**config.mk**
```make
export PLATFORM = sky130hd
export DESIGN_NAME = sdc_drive_arbiter
export DESIGN_NICKNAME = d
export VERILOG_FILES = /design/src/rtl/sdc_pkg.sv /design/src/rtl/sdc_rr_picker.sv /design/src/rtl/sdc_drive_arbiter.sv
export SDC_FILE = /design/constraint.sdc
export NUM_CORES = 1
export LEC_CHECK = 0
export CORE_AREA = 2 2 134 136
export CTS_CLUSTER_SIZE = 10
export DETAILED_ROUTE_END_ITERATION = 10
export DIE_AREA = 0 0 136 138
export GPL_TIMING_DRIVEN = 0
export PLACE_DENSITY = 0.74
export SLEW_MARGIN = 20
export SYNTH_ARGS = -nofsm -noshare
export SYNTH_HDL_FRONTEND = slang
export SYNTH_HIERARCHICAL = 1
export SYNTH_SLANG_ARGS = --single-unit
```
**constraint.sdc**
```tcl
create_clock -name clk -period 8.5 [get_ports clk]
set_input_delay 2.55 -clock clk [delete_from_list [all_inputs] [get_ports clk]]
set_output_delay 2.55 -clock clk [all_outputs]
set_load 0.05 [all_outputs]
```
**src/rtl/sdc_pkg.sv**
```systemverilog
// +----------------------------------------------------------------------------+
// | Package  : sdc_pkg                                                         |
// | Purpose  : Shared types, constants and the round-robin helper used by the  |
// |            SD drive arbiter.                                               |
// | Revision : 1.0                                                             |
// +----------------------------------------------------------------------------+
`default_nettype none

package sdc_pkg;

  // Absolute SD sector address width.
  localparam int SD_SECTOR_W = 32;

  // Largest drive count the round-robin helper supports.
  localparam int MAX_DRIVES = 8;
  localparam int RR_PTR_W   = 3;

  typedef enum logic [1:0] {
    IDLE    = 2'd0,
    ISSUE   = 2'd1,
    XFER    = 2'd2,
    RELEASE = 2'd3
  } state_t;

  // One-hot winner: first set request bit at or after ptr, wrapping at n.
  function automatic logic [MAX_DRIVES-1:0] next_rr(
    input logic [MAX_DRIVES-1:0] req,
    input logic [RR_PTR_W-1:0]   ptr,
    input int                    n
  );
    logic [MAX_DRIVES-1:0] win;
    logic                  found;
    int                    idx;
    win   = '0;
    found = 1'b0;
    for (int k = 0; k < MAX_DRIVES; k++) begin
      idx = int'(ptr) + k;
      if (idx >= n) idx = idx - n;
      if ((k < n) && !found && req[idx[2:0]]) begin
        win[idx[2:0]] = 1'b1;
        found         = 1'b1;
      end
    end
    return win;
  endfunction

endpackage

`default_nettype wire

```
**src/rtl/sdc_rr_picker.sv**
```systemverilog
// +----------------------------------------------------------------------------+
// | Module   : sdc_rr_picker                                                   |
// | Purpose  : Combinational round-robin priority encoder. Returns the one-hot |
// |            winner, its binary index and an any-request flag.               |
// | Revision : 1.0                                                             |
// +----------------------------------------------------------------------------+
`default_nettype none

module sdc_rr_picker
  import sdc_pkg::*;
#(
  parameter int NUM_DRIVES = 4,
  parameter int IDX_W      = (NUM_DRIVES > 1) ? $clog2(NUM_DRIVES) : 1
) (
  input  logic [NUM_DRIVES-1:0] req,
  input  logic [IDX_W-1:0]      ptr,
  output logic [NUM_DRIVES-1:0] win,
  output logic [IDX_W-1:0]      win_idx,
  output logic                  win_any
);

  logic [MAX_DRIVES-1:0] req8;
  logic [MAX_DRIVES-1:0] win8;
  logic [RR_PTR_W-1:0]   ptr3;

  // Widen to the helper's fixed width and pick the winner.
  always_comb begin
    req8                   = '0;
    ptr3                   = '0;
    req8[NUM_DRIVES-1:0]   = req;
    ptr3[IDX_W-1:0]        = ptr;
    win8                   = next_rr(req8, ptr3, NUM_DRIVES);
  end

  assign win     = win8[NUM_DRIVES-1:0];
  assign win_any = |req;

  // Upper helper bits are always zero when fewer than MAX_DRIVES exist.
  generate
    if (NUM_DRIVES < MAX_DRIVES) begin : g_trim
      logic unused_hi;
      assign unused_hi = ^win8[MAX_DRIVES-1:NUM_DRIVES];
    end
  endgenerate

  // Binary index of the one-hot winner.
  always_comb begin
    win_idx = '0;
    for (int i = 0; i < NUM_DRIVES; i++) begin
      if (win[i]) win_idx = IDX_W'(i);
    end
  end

endmodule

`default_nettype wire

```
**src/rtl/sdc_drive_arbiter.sv**
```systemverilog
// +----------------------------------------------------------------------------+
// | Module   : sdc_drive_arbiter                                               |
// | Purpose  : Round-robin arbiter between per-drive sector requests and the   |
// |            single sd_rw engine; relocates each drive's LBA into its own    |
// |            SD region and routes the byte strobe to the owner only.         |
// | Options  : SDC_LBA_CHECK_EN - reject LBAs at/after drive_size with error.  |
// | Revision : 1.0                                                             |
// +----------------------------------------------------------------------------+
`default_nettype none

module sdc_drive_arbiter
  import sdc_pkg::*;
#(
  parameter int NUM_DRIVES     = 4,
  parameter int LBA_W          = 24,
  parameter int TIMEOUT_CYCLES = 65535
) (
  input  logic                              clk,
  input  logic                              rstn,
  input  logic [NUM_DRIVES*SD_SECTOR_W-1:0] drive_base,
  input  logic [NUM_DRIVES*SD_SECTOR_W-1:0] drive_size,
  input  logic [NUM_DRIVES-1:0]             host_rd,
  input  logic [NUM_DRIVES-1:0]             host_wr,
  input  logic [LBA_W-1:0]                  host_lba,
  output logic                              host_busy,
  output logic [NUM_DRIVES-1:0]             host_done,
  output logic [NUM_DRIVES-1:0]             host_err,
  output logic [NUM_DRIVES-1:0]             grant,
  output logic [NUM_DRIVES-1:0]             host_outen,
  output logic                              sd_rstart,
  output logic                              sd_wstart,
  output logic [SD_SECTOR_W-1:0]            sd_sector,
  input  logic                              sd_busy,
  input  logic                              sd_done,
  input  logic                              sd_outen
);

  localparam int IDX_W = (NUM_DRIVES > 1) ? $clog2(NUM_DRIVES) : 1;
  localparam int CNT_W = $clog2(TIMEOUT_CYCLES + 1);

  state_t                  state;
  logic [IDX_W-1:0]        ptr;
  logic [IDX_W-1:0]        g;
  logic [CNT_W-1:0]        tcount;
  logic                    range_err;

  logic [NUM_DRIVES-1:0]   req;
  logic [NUM_DRIVES-1:0]   win;
  logic [IDX_W-1:0]        win_idx;
  logic                    win_any;
  logic                    win_rd;
  logic [SD_SECTOR_W-1:0]  base_sel;
  logic [SD_SECTOR_W-1:0]  lba_ext;
  logic [SD_SECTOR_W-1:0]  new_sector;
  logic                    lba_bad;

  assign req = host_rd | host_wr;

  sdc_rr_picker #(
    .NUM_DRIVES (NUM_DRIVES),
    .IDX_W      (IDX_W)
  ) u_picker (
    .req     (req),
    .ptr     (ptr),
    .win     (win),
    .win_idx (win_idx),
    .win_any (win_any)
  );

  // Read wins when the chosen drive holds both levels.
  assign win_rd     = |(host_rd & win);
  assign base_sel   = drive_base[SD_SECTOR_W*win_idx +: SD_SECTOR_W];
  assign lba_ext    = SD_SECTOR_W'(host_lba);
  assign new_sector = base_sel + lba_ext;

`ifdef SDC_LBA_CHECK_EN
  logic [SD_SECTOR_W-1:0] size_sel;
  assign size_sel = drive_size[SD_SECTOR_W*win_idx +: SD_SECTOR_W];
  assign lba_bad  = (lba_ext >= size_sel);
`else
  // Region sizes are not enforced in this build.
  logic unused_size;
  assign unused_size = ^drive_size;
  assign lba_bad     = 1'b0;
`endif

  // Byte strobe reaches only the owning drive, and only while transferring.
  assign host_outen = (state == XFER) ? (grant & {NUM_DRIVES{sd_outen}}) : '0;

  // Arbitration / transfer sequencer with registered outputs.
  always_ff @(posedge clk or negedge rstn) begin
    if (!rstn) begin
      state     <= IDLE;
      ptr       <= '0;
      g         <= '0;
      tcount    <= '0;
      range_err <= 1'b0;
      grant     <= '0;
      host_busy <= 1'b0;
      host_done <= '0;
      host_err  <= '0;
      sd_rstart <= 1'b0;
      sd_wstart <= 1'b0;
      sd_sector <= '0;
    end else begin
      host_done <= '0;
      host_err  <= '0;
      case (state)
        IDLE: begin
          if (win_any) begin
            g         <= win_idx;
            grant     <= win;
            host_busy <= 1'b1;
            sd_sector <= new_sector;
            tcount    <= '0;
            range_err <= lba_bad;
            sd_rstart <= win_rd & ~lba_bad;
            sd_wstart <= ~win_rd & ~lba_bad;
            state     <= ISSUE;
          end
        end
        ISSUE: begin
          if (range_err) begin
            host_done <= grant;
            host_err  <= grant;
            host_busy <= 1'b0;
            state     <= RELEASE;
          end else if (sd_done) begin
            // Busy and done seen together: finish without entering XFER.
            sd_rstart <= 1'b0;
            sd_wstart <= 1'b0;
            host_done <= grant;
            host_busy <= 1'b0;
            state     <= RELEASE;
          end else if (sd_busy) begin
            sd_rstart <= 1'b0;
            sd_wstart <= 1'b0;
            state     <= XFER;
          end else if (tcount == CNT_W'(TIMEOUT_CYCLES - 1)) begin
            sd_rstart <= 1'b0;
            sd_wstart <= 1'b0;
            host_done <= grant;
            host_err  <= grant;
            host_busy <= 1'b0;
            state     <= RELEASE;
          end else begin
            tcount <= tcount + 1'b1;
          end
        end
        XFER: begin
          if (sd_done) begin
            host_done <= grant;
            host_busy <= 1'b0;
            state     <= RELEASE;
          end
        end
        RELEASE: begin
          // Hold ownership until the drive drops both levels.
          if ((req & grant) == '0) begin
            ptr       <= (g == IDX_W'(NUM_DRIVES - 1)) ? '0 : g + 1'b1;
            grant     <= '0;
            tcount    <= '0;
            range_err <= 1'b0;
            state     <= IDLE;
          end
        end
        default: state <= IDLE;
      endcase
    end
  end

endmodule

`default_nettype wire

```
Word level (Yosys, flattened, before mapping). Cells that the tools add are included.

Flip-flop bits (word level): 70.

Add/subtract/negate cells: 10. $lt $le $gt $ge: 12. Equality and inequality tests: 16. Shift operators: 1. Muxes and demuxes: 76. Bitwise operators: 8. Reductions and logical operators: 25.

Operators with widths (number): variable part select 128 x 8 -> 32 bit (1); >= comparator 32 x 4 -> 1 bit (second input constant) (3); 2-to-1 mux 16 bit (6); 2-to-1 mux 4 bit (15); case mux 16 bit (3 select lines) (1); adder 32 x 24 -> 32 bit (1); 2-to-1 mux 1 bit (25); 2-to-1 mux 2 bit (10); adder 16 x 1 -> 16 bit (second input constant) (1); == test 16 bit (second input constant) (1); < comparator 3 x 4 -> 1 bit (second input constant) (4); OR 4 bit (4); case mux 4 bit (2 select lines) (2); AND 4 bit (3); binary-select mux 1 bit (select 3 bit) (4); demux 1 bit (select 3 bit) (4); >= comparator 3 x 1 -> 1 bit (second input constant) (4); 2-to-1 mux 3 bit (4); inequality test 2 bit (second input constant) (6); inequality test 4 bit (second input constant) (3); subtractor 3 bit (second input constant) (3); case mux 2 bit (4 select lines) (1); AND reduction 4 bit (2); OR reduction 4 bit (2); 22 further kinds (38).

Longest topological paths before layout. Gate-level depths: netlist (run 1).

Depth in word-level cells: 19. Mapped depth: 22.

Hierarchy. The synthesis (run 1) kept the hierarchy.

Modules (own cells, without submodules): sdc_drive_arbiter (times used 1, cells each 590, area an instance 5494.0 um^2); sdc_rr_picker (times used 1, cells each 52, area an instance 470.5 um^2).

Worst setup path before layout (run 1). No wires, ideal clock.

Path kind: input port to flip-flop. Start point: input host_wr[3]. End point: register sd_sector[28]. Setup time: 0.087 ns. Data arrival time: 7.228 ns. Data required time: 8.413 ns. Path slack: 1.185 ns. Stages on the path: 18. Buffers on the path: 2. Cell sequence: or2_2 > mux4_1 > a21o_4 > nor3_4 > a221oi_2 > o221ai_2 > buf_4 > buf_6 > mux4_2 > ha_1 > fa_1 > a211oi_1 > o21bai_1 > o2111ai_1 > a21oi_1 > a41oi_1 > mux2_2 > o211ai_1.

Longest elaborated chain between the ends: 18. Elaborated cells on any way between the ends: 32.

Ends and longest elaborated chain: start: declaration (line sdc_drive_arbiter.sv:23) `input logic [NUM_DRIVES-1:0] host_wr,`; OR 4 bit (*) (line sdc_drive_arbiter.sv:57) `assign req = host_rd | host_wr;`; binary-select mux 1 bit (select 3 bit) (line sdc_pkg.sv:39) `if ((k < n) && !found && req[idx[2:0]]) begin`; 2-to-1 mux 1 bit (implied by the code) (line sdc_pkg.sv:39); 2-to-1 mux 1 bit (line sdc_pkg.sv:39); logical NOT 1 bit (line sdc_pkg.sv:39); logical AND 1 bit (line sdc_pkg.sv:39); 2-to-1 mux 1 bit (line sdc_pkg.sv:39); logical NOT 1 bit (line sdc_pkg.sv:39); (+3 left out); logical AND 1 bit (line sdc_pkg.sv:39); 2-to-1 mux 4 bit (*) (line sdc_pkg.sv:39); 2-to-1 mux 1 bit (line sdc_rr_picker.sv:50) `if (win[i]) win_idx = IDX_W'(i);`; 2-to-1 mux 2 bit (line sdc_rr_picker.sv:50); 2-to-1 mux 2 bit (*) (line sdc_rr_picker.sv:50); named net win_idx[0] (line sdc_drive_arbiter.sv:49) `logic [IDX_W-1:0] win_idx;`; variable part select 128 x 8 -> 32 bit (*) (line sdc_drive_arbiter.sv:72) `assign base_sel = drive_base[SD_SECTOR_W*win_idx +: SD_SECTOR_W];`; adder 32 x 24 -> 32 bit (*) (line sdc_drive_arbiter.sv:74) `assign new_sector = base_sel + lba_ext;`; end signal: assignment (line sdc_drive_arbiter.sv:114) `sd_sector <= new_sector;`; end: declaration (line sdc_drive_arbiter.sv:32) `output logic [SD_SECTOR_W-1:0] sd_sector,`.

Mark *: on every way through the listed nets, which the timed path passes. The rest lies on a longest branch. The select of a mux whose other input is x is not followed. A chain may end at the register's enable or synchronous reset.

Worst setup path after layout (run 1).
Start point: input host_rd[3]. End point: register sd_sector[28].

Elaborated cells on any way between the ends: 32.

RTL lines: start: declaration (line sdc_drive_arbiter.sv:22) `input logic [NUM_DRIVES-1:0] host_rd,`; OR 4 bit (*) (line sdc_drive_arbiter.sv:57); named net req[3] (line sdc_drive_arbiter.sv:47) `logic [NUM_DRIVES-1:0] req;`; binary-select mux 1 bit (select 3 bit) (line sdc_pkg.sv:39); 2-to-1 mux 1 bit (implied by the code) (line sdc_pkg.sv:39); 2-to-1 mux 1 bit (line sdc_pkg.sv:39); logical NOT 1 bit (line sdc_pkg.sv:39); logical AND 1 bit (line sdc_pkg.sv:39); 2-to-1 mux 1 bit (line sdc_pkg.sv:39); (+3 left out); logical NOT 1 bit (line sdc_pkg.sv:39); logical AND 1 bit (line sdc_pkg.sv:39); 2-to-1 mux 4 bit (*) (line sdc_pkg.sv:39); named net win[2] (line sdc_drive_arbiter.sv:48) `logic [NUM_DRIVES-1:0] win;`; 2-to-1 mux 2 bit (*) (2 in series) (line sdc_rr_picker.sv:50); named net win_idx[0] (line sdc_drive_arbiter.sv:49); variable part select 128 x 8 -> 32 bit (*) (line sdc_drive_arbiter.sv:72); adder 32 x 24 -> 32 bit (*) (line sdc_drive_arbiter.sv:74).

Marks and branches as above.

==> impl_metrics.env, run 1 <==
export IMPL_outcome="complete, no violations"
export IMPL_worstPathCellList="clkdlybuf4s50_1 > or2_2 > mux4_1 > nand3_1 > o21ai_0 > a221oi_2 > clkinv_2 > o221ai_2 > buf_4 > buf_6 > mux4_2 > ha_1 > fa_1 > a211oi_1 > o21bai_1 > o2111ai_1 > a21oi_1 > a41oi_2 > mux2_2 > o211ai_1"
export IMPL_vias=5865
export IMPL_stdcell_count=1102
export IMPL_portBuffers=215
export IMPL_avgSynthCellArea_um2=9.29
export IMPL_synth_edf_count=0
export IMPL_crit_arrival_ps=8450
export IMPL_ys_ff_latch=69
export IMPL_antenna_found_initial=0
export IMPL_drive_gt1_frac=0.117
export IMPL_area_growth_pct=46.4
export IMPL_gr_total_overflow=0
export IMPL_use_met3=0.0671
export IMPL_syn_cell_area_mm2=0.00596
export IMPL_ys_warn_count=6
export IMPL_fin_worst_skew_ps=4.77
export IMPL_max_freq_ghz=0.122
export IMPL_dp_final_hpwl_um=15200
export IMPL_holdBufCountCts=0
export IMPL_ioPinCount=344
export IMPL_ys_flop_type="dfrtp_1"
export IMPL_slew_viol_final=0
export IMPL_synth_compound_area_frac=0.194
export IMPL_postCtsSetupBuffers=0
export IMPL_cts_tree="done"
export IMPL_final_common_cell="clkdlybuf4s50_1"
export IMPL_syn_inst=642
export IMPL_grt_max_degree=38
export IMPL_crit_path_top_delay_cell="mux4_1"
export IMPL_h_tree_depth=3
export IMPL_grtUsageTotal=0.202
export IMPL_hp_class="reg -> reg"
export IMPL_fin_nets=1203
export IMPL_die_area_mm2=0.0188
export IMPL_insertedDiodeCount=0
export IMPL_synthMuxAreaShare=0.148
export IMPL_yosys_area_share_simple=0.187
export IMPL_drcViolationCount=0
export IMPL_grt_busiest_layer="met2"
export IMPL_cts_inserted_buffers=9
export IMPL_cts_resized=0
export IMPL_dr_pass1_iters=5
export IMPL_cts_sinks=69
export IMPL_final_antenna_net_count=0
export IMPL_min_period_over_period=0.964
export IMPL_grt_pass1_vias=5859
export IMPL_synth_fp_nets=976
export IMPL_finalSetupViolations=0
export IMPL_startpoint_type="input pin"
export IMPL_fin_crit_ps=8190
export IMPL_maxCapViolCount=0
export IMPL_ys_seq_area_frac=0.289
export IMPL_core_area_mm2=0.0175
export IMPL_drt_iter0_markers=351
export IMPL_power_leakage_nw=3.54
export IMPL_critPathMaxStageDelay_ps=680
export IMPL_synth_top_family_by_area="compound AO/OA/AOI/OAI gates"
export IMPL_synthXorXnorAreaFrac=0.0529
export IMPL_clk_latency_ps=340
export IMPL_rsz0062_at_grt="no"
export IMPL_crit_path_max_fanout=10
export IMPL_wl_per_cell_um=16.9
export IMPL_slew_headroom=0.568
export IMPL_critPathCaptureType="register"
export IMPL_dp_slack_ps=-82.8
export IMPL_start_util=0.340
export IMPL_synthDistinctLibCells=80
export IMPL_post_route_util=0.498
export IMPL_hold_slack_ps=475
export IMPL_clk_pin_slew_ps=60
export IMPL_synthAdderAreaFrac=0.0873
export IMPL_ir_drop_mv=0.347
export IMPL_p_total_mw=4.27
export IMPL_met2_usage=0.344
export IMPL_cp_required_ps=8760
export IMPL_die_w_um=136
export IMPL_die_h_um=138
export IMPL_synthArstFlopShare=1.00
export IMPL_clk_path_buf_depth=2
export IMPL_rows=49
export IMPL_clockRootBuffer="clkbuf_16"
export IMPL_fin_ws_ps=307
export IMPL_criticalPathCategory="in -> reg"
export IMPL_powerDensity_mw_per_mm2=489
export IMPL_grt_first_pass_wirelength_um=29800
export IMPL_dpl_cell_count=1087
export IMPL_wl_um=18600
export IMPL_hold_viol=0
export IMPL_avgViaCountPerCell=5.32
export IMPL_use_met1=0.249
export IMPL_tightest_slew_ps=645
export IMPL_final_cell_mix="clkdlybuf4s50_1 (214), nand2_1 (82), dfrtp_1 (69)"
export IMPL_gp_congestion=0.891
-- final cells by class --
| cell class | count | area [um2] |
|---|---|---|
| Multi-Input combinational cell | 518 | 4000 |
| Tap cell | 229 | 287 |
| Sequential cell | 69 | 1730 |
| Inverter | 26 | 98.8 |
| Clock inverter | 4 | 47.5 |
| Fill cell | 1683 | 8800 |
| Timing Repair Buffer | 216 | 2170 |
| Buffer | 29 | 149 |
| Clock buffer | 11 | 253 |
-- power by group --
| group | internal, mW | switching [mW] |
|---|---|---|
| sequential | 0.445 | 0.0808 |
| clock | 0.240 | 0.146 |
| combinational | 1.38 | 1.98 |
-- final timing paths --
| check | cells past startpoint | slack (ps) | start | end |
|---|---|---|---|---|
| max in group asynchronous | 2 | 5780 | rstn | sd_sector[16] |
| max reg2reg | 21 | 2230 | ptr[0] | sd_sector[28] |
| max | 20 | 310 | host_rd[3] | sd_sector[28] |
| min reg2reg | 2 | 470 | sd_sector[0] | sd_sector[0] |
| min | 2 | 470 | sd_sector[0] | sd_sector[0] |
| min in group asynchronous | 1 | 2160 | rstn | host_busy |
-- registers in the layout, indices dropped and copies added (netlist names) --
signal / count
host_busy: 1
sd_sector: 32
g: 2
sd_rstart: 1
state: 2
tcount: 16
sd_wstart: 1
ptr: 2
host_err: 4
grant: 4
host_done: 4
-- synth_stat cells (all sizes together) (5+ instances only) --
library cell / number / area [um2]
a211oi: 7 / 57.6
a21o: 8 / 68.8
a21oi: 40 / 200
a22o: 5 / 43.8
and2: 15 / 95.1
and3: 9 / 56.3
buf: 15 / 95.1
clkbuf: 14 / 52.6
dfrtp: 69 / 1730
ha: 40 / 500
inv: 25 / 93.8
mux2: 6 / 71.3
mux4: 34 / 769
nand2: 82 / 308
nand3: 16 / 85.1
nand4: 9 / 71.3
nor2: 47 / 176
nor3: 10 / 61.3
nor4: 7 / 83.8
o211ai: 5 / 42.5
o21ai: 65 / 329
o21bai: 5 / 37.5
or2: 7 / 46.3
or4: 6 / 52.6
xnor2: 19 / 166
xor2: 17 / 149
-- cells by family (layout without fill, tap and decap cells) --
kind of cell	after synthesis	in the layout
AOI/OAI and AO/OA	178	178
xor gates and xnor gates	36	36
adders and majority gates	41	41
buffers and inverters	55	286
DFF	69	69
muxes	44	44
and+or+nand+nor	219	219
-- per-layer routing --
layer  vias up  share of wire
li1       2832              -
met1      2781           0.41
met2       231           0.49
met3        21          0.079
met4         0          0.014
met5         -              0
-- worst max-delay path: cells and delay by family --
kind	cells	cell delay, ps
compound gates	9	2120
mux	3	1590
buf+inv	4	1000
simple gates	2	490
fa+ha+maj	2	680
-- per-stage QoR --
stage | TNS (ps) | area [um2]
CTS | 0 | 8720
global placement | -95.0 | 8400
floorplan | 0 | 5960
finish | 0 | 8730
detailed placement | -176 | 8420
global route | 0 | 8730
No activity file was read; power rests on OpenSTA's default activity.
==> inputs of run 2 (changes only) <==
Settings changed: CTS_CLUSTER_SIZE 10 to 40.
==> results of run 2 <==
The final DEF is identical to that of run 1; final timing and power are the same.
